--- src/rtl/serial_sub_pkg.sv ---
// Shared FSM state encodings and legal WIDTH range for the bit-serial subtractor.
// Pure declarations; no timing or flow-control content.
// Used by the controller and its bench.
package serial_sub_pkg;

    typedef enum logic [1:0] {
        IDLE = 2'd0,
        RUN  = 2'd1,
        DONE = 2'd2
    } state_t;

    localparam int WIDTH_MIN = 1;
    localparam int WIDTH_MAX = 32;

    // Counter must reach WIDTH without wrapping on the final RUN edge.
    function automatic int cnt_width(input int w);
        return $clog2(w + 1);
    endfunction

endpackage

--- src/rtl/full_subtractor_using_demux.sv ---
// 1-bit full subtractor built from a 3-to-8 demux of a constant 1 (select = {a,b,bin}).
// Latency: purely combinational.
// Backpressure: none; no flow control.
module full_subtractor_using_demux (
    input  logic a,
    input  logic b,
    input  logic bin,
    output logic diff,
    output logic bout
);

    // Only the demux lines that feed an output are decoded.
    logic line1, line2, line3, line4, line7;

    assign line1 = ~a & ~b &  bin;
    assign line2 = ~a &  b & ~bin;
    assign line3 = ~a &  b &  bin;
    assign line4 =  a & ~b & ~bin;
    assign line7 =  a &  b &  bin;

    assign diff = line1 | line2 | line4 | line7;
    assign bout = line1 | line2 | line3 | line7;

endmodule

--- src/rtl/serial_subtractor_ctrl.sv ---
// Bit-serial unsigned A-B controller, LSB first, one bit per clock through a 1-bit cell.
// Latency: out_valid visible after accept edge + WIDTH; one op per WIDTH+2 cycles minimum.
// Backpressure: result held in DONE until out_ready; in_ready low outside IDLE.
module serial_subtractor_ctrl
    import serial_sub_pkg::*;
#(
    parameter int WIDTH = 8
) (
    input  logic             clk,
    input  logic             rst,
    input  logic             in_valid,
    output logic             in_ready,
    input  logic [WIDTH-1:0] in_a,
    input  logic [WIDTH-1:0] in_b,
    output logic             out_valid,
    input  logic             out_ready,
    output logic [WIDTH-1:0] out_diff,
    output logic             out_borrow,
    output logic             busy
);

    localparam int CW = cnt_width(WIDTH);

    state_t           state_q, state_d;
    logic [WIDTH-1:0] a_sh, b_sh, res_q, res_shift;
    logic [CW-1:0]    cnt_q;
    logic             borrow_q;
    logic             cell_a, cell_b, cell_bin, cell_diff, cell_bout;
    logic             accept, last_bit;

    assign accept   = (state_q == IDLE) && in_valid;
    assign last_bit = (cnt_q == CW'(WIDTH - 1));

    full_subtractor_using_demux u_cell (
        .a    (cell_a),
        .b    (cell_b),
        .bin  (cell_bin),
        .diff (cell_diff),
        .bout (cell_bout)
    );

    always_ff @(posedge clk) begin
        if (rst) begin
            state_q <= IDLE;
        end else begin
            state_q <= state_d;
        end
    end

    always_comb begin
        state_d   = state_q;
        in_ready  = 1'b0;
        busy      = 1'b0;
        out_valid = 1'b0;
        out_diff  = '0;
        out_borrow = 1'b0;
        // Cell is held at zero outside RUN so it stays quiet.
        cell_a    = 1'b0;
        cell_b    = 1'b0;
        cell_bin  = 1'b0;
        unique case (state_q)
            IDLE: begin
                in_ready = 1'b1;
                if (in_valid) state_d = RUN;
            end
            RUN: begin
                busy     = 1'b1;
                cell_a   = a_sh[0];
                cell_b   = b_sh[0];
                cell_bin = borrow_q;
                if (last_bit) state_d = DONE;
            end
            DONE: begin
                out_valid  = 1'b1;
                out_diff   = res_q;
                out_borrow = borrow_q;
                if (out_ready) state_d = IDLE;
            end
            default: state_d = IDLE;
        endcase
    end

    // Result fills from the MSB so the first (LSB) difference bit lands at bit 0 after WIDTH shifts.
    always_comb begin
        res_shift            = res_q >> 1;
        res_shift[WIDTH-1]   = cell_diff;
    end

    always_ff @(posedge clk) begin
        if (rst) begin
            a_sh     <= '0;
            b_sh     <= '0;
            res_q    <= '0;
            cnt_q    <= '0;
            borrow_q <= 1'b0;
        end else if (accept) begin
            a_sh     <= in_a;
            b_sh     <= in_b;
            cnt_q    <= '0;
            borrow_q <= 1'b0;
        end else if (state_q == RUN) begin
            a_sh     <= a_sh >> 1;
            b_sh     <= b_sh >> 1;
            res_q    <= res_shift;
            borrow_q <= cell_bout;
            cnt_q    <= cnt_q + CW'(1);
        end
    end

endmodule
--- config.mk ---
export PLATFORM = sky130hd
export DESIGN_NAME = serial_subtractor_ctrl
export DESIGN_NICKNAME = d
export VERILOG_FILES = /design/src/rtl/serial_sub_pkg.sv /design/src/rtl/full_subtractor_using_demux.sv /design/src/rtl/serial_subtractor_ctrl.sv
export SDC_FILE = /design/constraint.sdc
export NUM_CORES = 1
export LEC_CHECK = 0
export BUFFER_PORTS_ARGS = -buffer_cell sky130_fd_sc_hd__clkbuf_2
export CAP_MARGIN = 20
export CORE_MARGIN = 5
export CORE_UTILIZATION = 30
export DETAILED_ROUTE_END_ITERATION = 16
export PLACE_DENSITY_LB_ADDON = 0.08
export SYNTH_ARGS = -nofsm -noshare
export SYNTH_HDL_FRONTEND = slang
export SYNTH_SLANG_ARGS = --single-unit
--- constraint.sdc ---
create_clock -name clk -period 1.65 [get_ports clk]
set_input_delay 0 -clock clk [delete_from_list [all_inputs] [get_ports clk]]
set_output_delay 0 -clock clk [all_outputs]
set_load 0.01 [all_outputs]
# [After elaboration in Yosys (flattened, before gate mapping)]
# Cells that the tools add are included.
[totals] register_bits=31 input_bits=20 out_inout_bits=12
[classes] addsub=1 n_eq_ne=6 mux=16 n_bitwise=18 n_reduce_logical=6
[op_table] op="two-way mux 8 bit" n=5
[op_table] op="AND 1 bit" n=9
[op_table] op="two-way mux 1 bit" n=7
[op_table] op="two-way mux 2 bit" n=3
[op_table] op="!= test 2 bit, second input constant" n=3
[op_table] op="case mux 2 bit (3 select lines)" n=1
[op_table] op="bitwise OR 1 bit" n=5
[op_table] op="adder 4 x 1 -> 4 bit, second input constant" n=1
[op_table] op="== test 4 x 3 -> 1 bit, second input constant" n=1
[op_table] op="inverter 1 bit" n=4
[op_table] op="AND reduction 3 bit" n=1
[op_table] op="== test 2 x 1 -> 1 bit, second input constant" n=1
[op_table] op="== test 2 bit, second input constant" n=1
[op_table] op="logical NOT 2 bit" n=1
[op_table] op="AND reduction 2 bit" n=1
[op_table] op="nonzero test 2 bit" n=1
[op_table] op="OR reduction 2 bit" n=1
[op_table] op="logical AND 1 bit" n=1

# [Logic depth before layout (Yosys ltp)]
[depth] depth_word=8 depth_mapped=8

# [By module]
# A second synthesis with hierarchy kept.
[unflattened] cells_unflattened=182 area_unflattened_um2=1520.2
[modules_own_cells] mod="serial_subtractor_ctrl" instances=1 cells_per_inst=179 area_per_inst_um2=1492.7 seq_area_each_um2=620.6
[modules_own_cells] mod="full_subtractor_using_demux" instances=1 cells_per_inst=3 area_per_inst_um2=27.5 seq_area_each_um2=0.0

# [Least setup slack after synthesis]
# OpenSTA, ideal clock, no wires.
[synth_path] kind="register to register" from="register state_q[1]" to="register borrow_q" arrival_ns=1.563 t_required_ns=1.522 slack_ns=-0.041 stages_incl_launch_ff=9 synth_period_minus_slack_ns=1.691 path_cell_list="dfxtp_1 > nand2b_1 > buf_6 > inv_2 > buf_4 > and2_1 > fa_1 > a22oi_1 > nor2_1"
[synth_between] elab_chain_len=8
[synth_lines] element="from (decl)" line="serial_subtractor_ctrl.sv:24" source="state_t state_q, state_d;"
[synth_lines] element="from (signal assigned)" line="serial_subtractor_ctrl.sv:46" source="state_q <= state_d;"
[synth_lines] element="== test 2 x 1 -> 1 bit *" line="serial_subtractor_ctrl.sv:61" source="unique case (state_q)"
[synth_lines] element="two-way mux 1 bit" line="serial_subtractor_ctrl.sv:61"
[synth_lines] element="inverter 1 bit, on equally long branches" line="full_subtractor_using_demux.sv:15, full_subtractor_using_demux.sv:16, full_subtractor_using_demux.sv:17"
[synth_lines] element="AND 1 bit, on equally long branches" line="full_subtractor_using_demux.sv:15, full_subtractor_using_demux.sv:16, full_subtractor_using_demux.sv:17"
[synth_lines] element="AND 1 bit, on equally long branches" line="full_subtractor_using_demux.sv:15, full_subtractor_using_demux.sv:16"
[synth_lines] element="bitwise OR 1 bit (2 in a row)" line="full_subtractor_using_demux.sv:22" source="assign bout = line1 | line2 | line3 | line7;"
[synth_lines] element="bitwise OR 1 bit *" line="full_subtractor_using_demux.sv:22"
[synth_lines] element="via cell_bout" line="serial_subtractor_ctrl.sv:28" source="logic cell_a, cell_b, cell_bin, cell_diff, cell_bout;"
[synth_lines] element="to (signal assigned)" line="serial_subtractor_ctrl.sv:105" source="borrow_q <= cell_bout;"
[synth_lines] element="to (decl)" line="serial_subtractor_ctrl.sv:27" source="logic borrow_q;"
# Mark *: on every way through the listed nets, which the timed path passes. The rest lies on a longest branch.
# A chain may end at the register's enable or synchronous reset.

# [Worst setup path in the final report]
# Same ends and word-level chain as after synthesis.

==> run metrics <==
startpoint type of the worst setup path register; Reg2Reg Setup Slack 0.16 ns; Gate Count Post-Synth 161; EDFF count, synth 0; Worst-path clk slew ~0.070 ns; hold endpoint state_q[1]$_SDFFE_PP0P_; gpl congestion between 0.6 and 0.7; global-route wire length before repair ~5.5 mm; skew final 0.00473 ns; Final Power 1570 uW; FF-to-FF path depth 6; Worst VDD drop around 280 uV; Resized Gates After CTS 0; hold_sp out_ready; run status finished, final reports clean; post-synth top area cell dfxtp_1; Reg power frac 52.0%; most common cell in the netlist dfxtp_1; most common library cells after synthesis 31 x dfxtp_1, 27 x nor2_1, 18 x nand2_1; Synth Flop Type dfxtp_1; total global routing track utilization 11.4%; die area ~6000 sq um; Worst Hold Class input pin to register; CTS tree yes; layout cells sized above 1 between 20% and 30%; cell area power density 944 nW/um^2; YS warnings 0; post-route ant nets 0; Slew HR 56.0%; Pre-Repair DR Iteration Count 4; post-synth top area share 45.5%; syn_nets ~180; Fmax 0.670 GHz; combinational share of power about an eighth; Tcrit/Tclk final 90.5%; CORE AREA 4380 sq um; Die Wd 77.4 um; Sw Ratio 25.6%; Tmin final 1.49 ns; # Max-Cap Violations 0; DRT iter0 DRCs 60; maximum fanout along the worst path 8; CTS Buffer Depth 2; Chip Height between 70 and 80 um; number of nets in the layout 216; Clock Latency Late Sink 0.28 ns; setup violators final 0; floorplan row count 24; Synth area leaders dfxtp_1 46%, a211oi_1 9.4%, nor2_1 7.4%; syn avg cell area between 8 and 9 sq um; via count between 1,000 and 1,500; Final Max Tran Viols 0; Worst-Margin Slew between 0.6 and 0.7 ns; DRC 0; Initial Utilization 31.1%; grt ovf 0; antenna fix cells 0; area of the mapped netlist between 1000 and 1500 sq um; port bufs 31; CTS root buf clkbuf_8; Seq/Total Area, Yosys about 46%; Finished Core Util between 30% and 40%; Int Power 1170 uW; pin count of the biggest net entering global routing 32; Switching Power 402 uW; Netlist cell types 27; H-tree levels 2; hold path depth 3; CTS buffer count 5; CP arrival 1.64 ns; via/cell ratio about 5.0; TritonCTS Sinks 31; Critical Path RT 1.79 ns; clock share of power 36.1%; vias in the first global route 1,195; RSZ-0062 raised after global routing no; FF-to-FF End borrow_q$_SDFFE_PP0N_; DR WL/cell 13.4 um; crit end category register; asr flop ratio synth 0%; launch point of the worst reg-to-reg path state_q[1]$_SDFFE_PP0P_; Routed WL 3.32 mm; Fin. Hold Viols 0; Seq cells post-synth 31; synth-to-layout area growth 22.1%; dpl hpwl 2.28 mm; crit path kind register to register; # IOs 32; initial antenna violation count 0; Static Leak 0.000668 uW
==> stage by stage <==
stage	instances	TNS (ns)	hold slack [ns]	setup slack (ns)	cell area, sq um
5_1_grt	247	0	0.0107	0.0613	1660
6_report	247	0	0.0247	0.157	1660
3_5_place_dp	237	0	0.269	0.165	1560
2_1_floorplan	161	-0.00779	0.0728	-0.00779	1370
3_3_place_gp	237	0	0.266	0.226	1560
4_1_cts	247	0	0.0102	0.154	1660
==> final cells by class <==
cell class | instances | area [sq um]
Clock buffer | 7 | 76.3
Clock inverter | 1 | 5.00
Fill cell | 474 | 2720
Inverter | 3 | 11.3
Multi-Input combinational cell | 115 | 671
Sequential cell | 31 | 623
Tap cell | 52 | 65.1
Timing Repair Buffer | 38 | 213
==> layout by cell type (no fill, tap or decap) <==
| cell type | n |
|---|---|
| a21oi_1 | 8 |
| a32oi_1 | 2 |
| clkbuf_8 | 5 |
| clkinv_2 | 1 |
| nand3b_1 | 2 |
| inv_1 | 2 |
| o2bb2ai_1 | 5 |
| or3_1 | 2 |
| ha_1 | 1 |
| nor2_1 | 27 |
| o21bai_1 | 1 |
| inv_2 | 1 |
| dfxtp_1 | 29 |
| fa_1 | 1 |
| nand2_1 | 18 |
| clkbuf_1 | 2 |
| dlygate4sd3_1 | 2 |
| o22ai_1 | 9 |
| nand2b_4 | 1 |
| buf_4 | 5 |
| nand3_1 | 2 |
| clkbuf_2 | 31 |
| o21ba_2 | 1 |
| a31oi_1 | 2 |
| nand2b_1 | 2 |
| dfxtp_2 | 2 |
| a211oi_1 | 17 |
| nor2b_1 | 1 |
| and2_1 | 11 |
| a22oi_1 | 2 |
==> state kept, by name (all words and copies together), names as in the netlist <==
name      flops
cnt_q         4
state_q       2
b_sh          8
a_sh          8
res_q         8
borrow_q      1
==> critical path, stage by stage (launching register included) <==
cell and delay, ns:
dfxtp_2 0.37, nand2b_4 0.14, inv_2 0.06, and2_1 0.17, fa_1 0.39, a22oi_1 0.17, nor2_1 0.05
==> power by group through the flow <==
| stage | Sequential, uW | Combinational [uW] | Clock, uW |
|---|---|---|---|
| after floorplan | 827 | 133 | 0 |
| after global placement | 832 | 181 | 0 |
| after detailed placement | 833 | 186 | 0 |
| after CTS | 817 | 190 | 590 |
| after global routing | 821 | 210 | 622 |
| final | 817 | 188 | 567 |
==> cell families after synthesis <==
family / synth area share (%)
and+or+nand+nor: 22.0
AOI/OAI and AO/OA: 24.2
DFF: 45.5
buffers and inverters: 5.78
adders and majority gates: 2.39
==> how the worst max path moves through the flow <==
| stage | start | to | slack (ns) | depth (start not counted) |
|---|---|---|---|---|
| 6_report | state_q[1]$_SDFFE_PP0P_ | borrow_q$_SDFFE_PP0N_ | 0.16 | 6 |
| 5_1_grt | state_q[1]$_SDFFE_PP0P_ | borrow_q$_SDFFE_PP0N_ | 0.06 | 6 |
| 4_1_cts | state_q[1]$_SDFFE_PP0P_ | borrow_q$_SDFFE_PP0N_ | 0.15 | 6 |
| 3_5_place_dp | state_q[1]$_SDFFE_PP0P_ | borrow_q$_SDFFE_PP0N_ | 0.17 | 6 |
| 3_3_place_gp | state_q[1]$_SDFFE_PP0P_ | borrow_q$_SDFFE_PP0N_ | 0.23 | 6 |
| 2_1_floorplan | state_q[1]$_SDFFE_PP0P_ | borrow_q$_SDFFE_PP0N_ | -0.008 | 8 |
==> metal layers <==
layer  vias up  share of wire (%)  GRT usage [%]
met2        32                 45           17.6
li1        631                  -              -
met4         0                1.1           4.12
met5         -                  0              0
met3         4                5.8           4.51
met1       560                 48           14.3
==> what timing repair did <==
action                                  in CTS  in global routing
buffers inserted                             0                  0
hold endpoints to repair                     2                  0
hold buffers                                 2                  0
endpoints found under the setup margin       0                  0
Power figures use the tool's default switching activity.
